--- config.mk ---
export PLATFORM = sky130hd
export DESIGN_NAME = mult_unit_flat
export DESIGN_NICKNAME = d
export VERILOG_FILES = /design/src/rtl/mult_unit_if.sv /design/src/rtl/mult_unit.sv /design/src/flat_wrapper.sv
export SDC_FILE = /design/constraint.sdc
export NUM_CORES = 1
export LEC_CHECK = 0
export CAP_MARGIN = 30
export CORE_MARGIN = 4
export CORE_UTILIZATION = 55
export CTS_CLUSTER_SIZE = 8
export DETAILED_ROUTE_END_ITERATION = 6
export PLACE_DENSITY_LB_ADDON = 0.2
export RECOVER_POWER = 50
export REMOVE_ABC_BUFFERS = 1
export SLEW_MARGIN = 20
export SYNTH_ARGS = -nofsm -noshare
export SYNTH_HDL_FRONTEND = slang
export SYNTH_SLANG_ARGS = --single-unit
--- constraint.sdc ---
create_clock -name clk -period 6.1 [get_ports clk]
set_clock_uncertainty 0.15 [all_clocks]
set_input_delay 1.22 -clock clk [delete_from_list [all_inputs] [get_ports clk]]
set_output_delay 1.22 -clock clk [all_outputs]
set_load 0.005 [all_outputs]
--- src/rtl/mult_unit_if.sv ---
// rtl/mult_unit_if.sv - operand/result bundle for the iterative multiplier
interface mult_unit_if #(
  parameter int WIDTH = 32
);
  logic             start;
  logic             signed_op;
  logic [WIDTH-1:0] a;
  logic [WIDTH-1:0] b;
  logic             busy;
  logic             done;
  logic [WIDTH-1:0] hi;
  logic [WIDTH-1:0] lo;

  modport master (
    output start, signed_op, a, b,
    input  busy, done, hi, lo
  );

  modport slave (
    input  start, signed_op, a, b,
    output busy, done, hi, lo
  );
endinterface

--- src/rtl/mult_unit.sv ---
// rtl/mult_unit.sv - shift-and-add MULT/MULTU unit producing HI/LO over WIDTH cycles
module mult_unit #(
  parameter int WIDTH = 32
) (
  input  logic       clk,
  input  logic       rst_n,
  mult_unit_if.slave bus
);
  localparam int CW = $clog2(WIDTH) + 1;
  localparam int PW = 2 * WIDTH;

  typedef enum logic [1:0] {
    S_IDLE,
    S_RUN,
    S_DONE
  } state_t;

  state_t           state_q;
  state_t           state_nxt;
  logic             accept;
  logic             last_iter;

  // Multiplicand is kept pre-extended and shifted left once per iteration,
  // so the add always uses it at the weight of the current multiplier bit.
  logic [PW-1:0]    mcand_q;
  logic [WIDTH-1:0] mplier_q;
  logic [PW-1:0]    acc_q;
  logic [CW-1:0]    cnt_q;
  logic             neg_q;
  logic [WIDTH-1:0] hi_q;
  logic [WIDTH-1:0] lo_q;

  logic [WIDTH-1:0] a_mag;
  logic [WIDTH-1:0] b_mag;
  logic [PW-1:0]    acc_sum;
  logic [PW-1:0]    product;

  assign last_iter = (cnt_q == CW'(WIDTH - 1));

  // MULT works on magnitudes; the most negative value maps onto itself,
  // which is also its correct unsigned magnitude.
  assign a_mag = (bus.signed_op && bus.a[WIDTH-1]) ? (~bus.a + WIDTH'(1)) : bus.a;
  assign b_mag = (bus.signed_op && bus.b[WIDTH-1]) ? (~bus.b + WIDTH'(1)) : bus.b;

  // The final iteration's sum is used directly so the result lands on the
  // RUN->DONE edge without an extra cycle.
  assign acc_sum = acc_q + (mplier_q[0] ? mcand_q : '0);
  assign product = neg_q ? (~acc_sum + PW'(1)) : acc_sum;

  // State register
  always_ff @(posedge clk or negedge rst_n) begin
    if (!rst_n) begin
      state_q <= S_IDLE;
    end else begin
      state_q <= state_nxt;
    end
  end

  // Next-state and operand-accept decode; start is ignored while running
  always_comb begin
    state_nxt = state_q;
    accept    = 1'b0;
    case (state_q)
      S_IDLE: begin
        if (bus.start) begin
          accept    = 1'b1;
          state_nxt = S_RUN;
        end
      end
      S_RUN: begin
        if (last_iter) begin
          state_nxt = S_DONE;
        end
      end
      S_DONE: begin
        if (bus.start) begin
          accept    = 1'b1;
          state_nxt = S_RUN;
        end else begin
          state_nxt = S_IDLE;
        end
      end
      default: begin
        state_nxt = S_IDLE;
      end
    endcase
  end

  // Operand latch, per-cycle shift-and-add, and result capture
  always_ff @(posedge clk or negedge rst_n) begin
    if (!rst_n) begin
      mcand_q  <= '0;
      mplier_q <= '0;
      acc_q    <= '0;
      cnt_q    <= '0;
      neg_q    <= 1'b0;
      hi_q     <= '0;
      lo_q     <= '0;
    end else if (accept) begin
      mcand_q  <= {{WIDTH{1'b0}}, a_mag};
      mplier_q <= b_mag;
      acc_q    <= '0;
      cnt_q    <= '0;
      neg_q    <= bus.signed_op & (bus.a[WIDTH-1] ^ bus.b[WIDTH-1]);
    end else if (state_q == S_RUN) begin
      acc_q    <= acc_sum;
      mcand_q  <= mcand_q << 1;
      mplier_q <= mplier_q >> 1;
      cnt_q    <= cnt_q + CW'(1);
      if (last_iter) begin
        {hi_q, lo_q} <= product;
      end
    end
  end

  assign bus.busy = (state_q == S_RUN);
  assign bus.done = (state_q == S_DONE);
  assign bus.hi   = hi_q;
  assign bus.lo   = lo_q;
endmodule
--- src/flat_wrapper.sv ---
// flat-port wrapper written by rule: the top's interface ports become plain ports
module mult_unit_flat 
#(
  parameter int WIDTH = 32
)
  (clk, rst_n, bus_start, bus_signed_op, bus_a, bus_b, bus_busy, bus_done, bus_hi, bus_lo);
  mult_unit_if #(.WIDTH(WIDTH)) bus_i ();
  input  logic clk;
  input  logic rst_n;
  input wire logic [$bits(bus_i.start)-1:0] bus_start;
  input wire logic [$bits(bus_i.signed_op)-1:0] bus_signed_op;
  input wire logic [$bits(bus_i.a)-1:0] bus_a;
  input wire logic [$bits(bus_i.b)-1:0] bus_b;
  output wire logic [$bits(bus_i.busy)-1:0] bus_busy;
  output wire logic [$bits(bus_i.done)-1:0] bus_done;
  output wire logic [$bits(bus_i.hi)-1:0] bus_hi;
  output wire logic [$bits(bus_i.lo)-1:0] bus_lo;
  assign bus_i.start = bus_start;
  assign bus_i.signed_op = bus_signed_op;
  assign bus_i.a = bus_a;
  assign bus_i.b = bus_b;
  assign bus_busy = bus_i.busy;
  assign bus_done = bus_i.done;
  assign bus_hi = bus_i.hi;
  assign bus_lo = bus_i.lo;
  mult_unit #(.WIDTH(WIDTH)) u_core (.clk(clk), .rst_n(rst_n), .bus(bus_i));
endmodule
======== After elaboration in Yosys (flattened, before gate mapping) ========
Index checks and enable logic that the tools add are counted.
cells by class
  $add $sub $neg .......................... 5
  $mul .................................... 0
  divide/modulo/power cells ............... 0
  $lt $le $gt $ge ......................... 0
  eq/ne operators ......................... 5
  shift-type cells ........................ 0
  multiplexer cells ....................... 18
  bitwise gates (word level) .............. 6
  reduce and logical (&&, ||, !) cells .... 7
operator list
  kind                     count
  $mux W64                 6
  $mux W32                 4
  $add A32 B1 Y32 const B  2
  $add A64 B1 Y64 const B  1
  $add A64 B64 Y64         1
  $not A32 Y32             2
  $not A64 Y64             1
  $mux W6                  2
  $add A6 B1 Y6 const B    1
  $eq A6 B5 Y1 const B     1
  $pmux W2 S3              1
  $mux W2                  2
  $mux W1                  3
  $reduce_and A3 Y1        1
  $eq A2 B1 Y1 const B     1
  $eq A2 B2 Y1 const B     1
  $logic_and A1 B1 Y1      2
  $logic_not A2 Y1         1
  $ne A2 B1 Y1 const B     1
  $ne A2 B2 Y1 const B     1
  $reduce_and A2 Y1        1
  $reduce_bool A2 Y1       1
  $reduce_or A2 Y1         1
  $and A1 B1 Y1            1
  other kinds (2)          2
word-level totals
  flip-flop bits (word level) ............. 233
  bits in latches ......................... 0
  RAM bits ................................ 0
  ROM bits ................................ 0
  input bits .............................. 68
  output and inout bits ................... 66
  logic and storage cells ................. 49
  memories ................................ 0

======== Logic depth before layout (Yosys ltp) ========
  word-level depth ........................ 5
  gate-level depth with buffers ........... 19
  mapped depth without buffers ............ 16

======== Worst setup path before layout ========
OpenSTA, ideal clock, no wires.
  path type ............................... reg-to-reg
  start point ............................. register u_core.mplier_q[0]
  end point ............................... register u_core.hi_q[31], in the netlist u_core.bus.hi[31]
  setup time .............................. 0.129 ns
  arrival ................................. 4.274 ns
  required time ........................... 5.821 ns
  path slack .............................. 1.547 ns
  cell stages (with the launch flop) ...... 17
  path buffers ............................ 2
  period minus slack after synthesis ...... 4.553 ns
  path through ............................ dfrtp_1 clkbuf_1 clkbuf_1 nand2_1 fa_1 nor2b_4 o311ai_4 a2111oi_4 nor3_2 o311ai_2 nand3_1 or4_4 nor4_4 nand4_1 o41ai_2 xor2_1 o21ai_1
on the way
  longest elaborated chain between the ends .. 5
ends and longest elaborated chain
  item                    line              source
  from (decl)             mult_unit.sv:26   logic [WIDTH-1:0] mplier_q;
  from (signal assigned)  mult_unit.sv:101  mplier_q <= b_mag;
  from (signal assigned)  mult_unit.sv:108  mplier_q <= mplier_q >> 1;
  $mux W64 (*)            mult_unit.sv:47   assign acc_sum = acc_q + (mplier_q[0] ? mcand_q : '0);
  $add A64 B64 Y64 (*)    mult_unit.sv:47
  $not A64 Y64            mult_unit.sv:48   assign product = neg_q ? (~acc_sum + PW'(1)) : acc_sum;
  $add A64 B1 Y64         mult_unit.sv:48
  $mux W64 (*)            mult_unit.sv:48
  to (signal assigned)    mult_unit.sv:111  {hi_q, lo_q} <= product;
  to (decl)               mult_unit.sv:30   logic [WIDTH-1:0] hi_q;
Every way passes the cells marked *; elsewhere a longest branch is shown, timed or not.
A chain may end at the register's enable or synchronous reset.

======== Worst setup path after layout ========
Same ends and word-level chain as after synthesis.

==> impl_results.md <==
* Status: complete, but fails checks
* Failing checks: max-capacitance violations, max-slew violations
* Die width at 181 um
* Die height at 181 um
* Clock transition at path regs at 0.05 ns
* Seq/Total Area, Yosys at 35.5%
* RR Endpoint: u_core.bus.hi[31]
* Startpoint type of the worst setup path: flop
* Count of final setup violators at 0
* # DRC at 0
* First-pass GRT wire length at 79.7 mm
* Routed WL at 49.4 mm
* RSZ-0062 raised after global routing: no
* Io pins at 134
* Num CTS Buffers at 35
* Vias per cell at 6.34
* Cell Rows at 63
* Starting density of the core at 55.6%
* H-tree levels at 2
* Worst hold stages at 2
* Wirelength per Cell at 20.6 um
* Initial antenna violation count at 0
* HP Class: reg2reg
* NumNets Final at 2133
* Commonest cells after routing, fill and taps aside: o21ai_0, dfrtp_1, nand2_1
* WP data required at 6.30 ns
* CTS sink cnt at 233
* HP Start: u_core.bus.lo[21]
* Yosys warnings at 0
* Critical Path End Type: flop
* Post-CTS resize count at 0
* Max rail drop VDD at 0.304 mV
* Syn-to-layout area delta at 14.9%
* Yosys reg bits at 233
* First drt pass iteration count at 5
* Cells after synthesis at 1929
* Core Box Area at 0.0296 sq mm
* Share of layout cells above drive strength 1 at 5.04%
* Worst skew pair latency at 0.53 ns
* WS Path Type: reg2reg
* Final HPWL DP at 37.1 mm
* Non-Filler Instances at 2395
* CP arrival at 5.88 ns
* # hold bufs at CTS at 0
* Cells on worst reg2reg path at 16
* Post-Synthesis Cell Area at 0.0164 sq mm
* Number of synthesized flops with an enable pin at 0
* Lkg Pwr at 0.00775 uW
* Placed Cells at 2350
* Worst slew margin at -63.7%
* Unique cell type count in the Yosys netlist at 88
* Clock Tree Buf Depth at 3
* Worst r2r src: u_core.mplier_q[0]
* Worst R2R Setup Slack at 0.43 ns
* Final Cell Area at 0.0189 sq mm
* CTS tree: built
* Syn Area/Cell at 8.52 sq um
* Slew Limit Fails at 265
* Final Hold Viols at 0
* Largest net degree at the start of global routing at 130
* Total track usage at 29.5%
* MaxCap Viol Count at 5
* CTS root buffer: clkbuf_16
* Port bufs at 133
* Prevailing post-synth register cell: dfrtp_1
* Postcts setup bufs at 0
* Placer Congestion at 0.983
* Dpl cell area at 0.0180 sq mm
* CP max FO at 34
* Worst-margin pin slew at 2.46 ns
* Final min period at 5.67 ns
* Fmax at 176 MHz
* Final Cycle Share at 93.0%
* Routed Antenna Nets at 0
* Die ar. at 0.0327 sq mm
* Synth top area cells: dfrtp_1, o21ai_0, ha_1
* Worst Hold End: u_core.bus.lo[21]
* Ys async rst share at 100%
* Commonest non-fill, non-tap cell in the layout: o21ai_0
* Iter 0 DRT Violations at 1238
* Grt total ovfl at 0
* DR vias at 15180
* Power per standard cell area at 516 mW/mm^2
* Share of the synthesized area in the top cell type at 35.5%
* Vias in the first global route at 14794
* Synth area leader: dfrtp_1
## power by group
part,internal (uW),total [uW],switching [uW],leakage [uW]
Clock,1030,1730,699,0.000464
Sequential,2210,2690,484,0.00300
Combinational,2130,5320,3190,0.00428
## sequential cells by signal, summed over array words and instances, names as in the netlist
register         cells
u_core.acc_q        64
u_core.bus.hi       32
u_core.cnt_q         6
u_core.bus.lo       32
u_core.mcand_q      64
u_core.state_q       2
u_core.mplier_q     32
u_core.neg_q         1
## metrics by stage
| stage | setup WS, ns | total power, uW | TNS, ns | util [%] | hold slack, ns |
|---|---|---|---|---|---|
| finish | 0.425 | 9740 | 0 | 63.9 | 0.320 |
| global route | 0.0833 | 10400 | 0 | 63.9 | 0.349 |
| CTS | 0.237 | 9760 | 0 | 64.0 | 0.331 |
| detailed placement | 0.263 | 7970 | 0 | 60.8 | 0.320 |
| global placement | 0.249 | 7880 | 0 | 60.8 | 0.312 |
| floorplan | -1.54 | 6240 | -215.93 | - | 0.302 |
## routing by layer
metal | part of all wire, % | global-route usage, % | up-vias
li1 | - | - | 7215
met1 | 45 | 40.6 | 7349
met2 | 46 | 47.9 | 521
met3 | 5.8 | 4.13 | 95
met4 | 3.7 | 10.1 | 0
met5 | 0 | 0 | -
## critical path, stage by stage, from the launching register on
cell and delay, ns:
dfrtp_2 0.57, buf_4 0.32, and2_1 0.19, ha_1 0.49, nand4_1 0.35, nor2_1 0.31, nand4_1 0.13, o32ai_1 0.69
o21ai_0 0.20, a32oi_1 0.26, o211ai_1 0.26, nor4b_2 0.41, buf_4 0.22, nand4_1 0.29, o41ai_2 0.40, xor2_1 0.17
o21ai_1 0.07
## worst max-delay path by stage
stage	from	to	slack [ns]	depth (start not counted)
finish	u_core.mplier_q[0]	u_core.bus.hi[31]	0.43	16
global route	u_core.mplier_q[0]	u_core.bus.hi[17]	0.08	16
CTS	u_core.mplier_q[0]	u_core.bus.hi[31]	0.24	16
detailed placement	u_core.mplier_q[0]	u_core.bus.hi[31]	0.26	16
global placement	u_core.mplier_q[0]	u_core.bus.hi[31]	0.25	16
floorplan	u_core.state_q[0]	u_core.cnt_q[2]	-1.54	5
## logic make-up (layout without fill, tap and decap cells)
kind of cell	Yosys count	after routing	share of synthesized area, %
other cells	0	1	0
simple gates	599	599	18.3
compound gates	706	706	28.2
mux	4	4	0.244
fa+ha+maj	68	68	5.22
xor+xnor	166	166	8.84
flops	233	233	35.5
buf+inv	153	228	3.77
## Yosys cell counts (7+ instances only)
library cell  count
nor2_1          113
and2_1           75
inv_1            25
nand4_1          46
nand3_1          20
a31oi_1          11
ha_1             67
o211ai_1         14
nor4_1           18
xor2_1           85
xnor2_1          81
a22oi_1          61
o21ai_1          24
o41ai_1           7
or3_1            15
a21boi_0          8
clkbuf_1        100
a22o_1           77
o21ai_0         244
nor3_1           30
o21a_1           24
a211oi_1         13
a21o_1           21
nand2_1         216
o21bai_1         11
dfrtp_1         233
a21oi_1         105
or4_1            12
o31ai_1          26
buf_2            18
nand2b_1         12
## final cells by class
cell class	count	area, sq um
diodes	1	2.50
clock buffers	40	895
clock inverters	4	60.1
fillers	2558	10700
inverters	27	103
multi-input cells	1543	10000
flip-flops and latches	233	5830
well taps	390	488
repair buffers	157	1510
(Power assumes the default switching activity.)
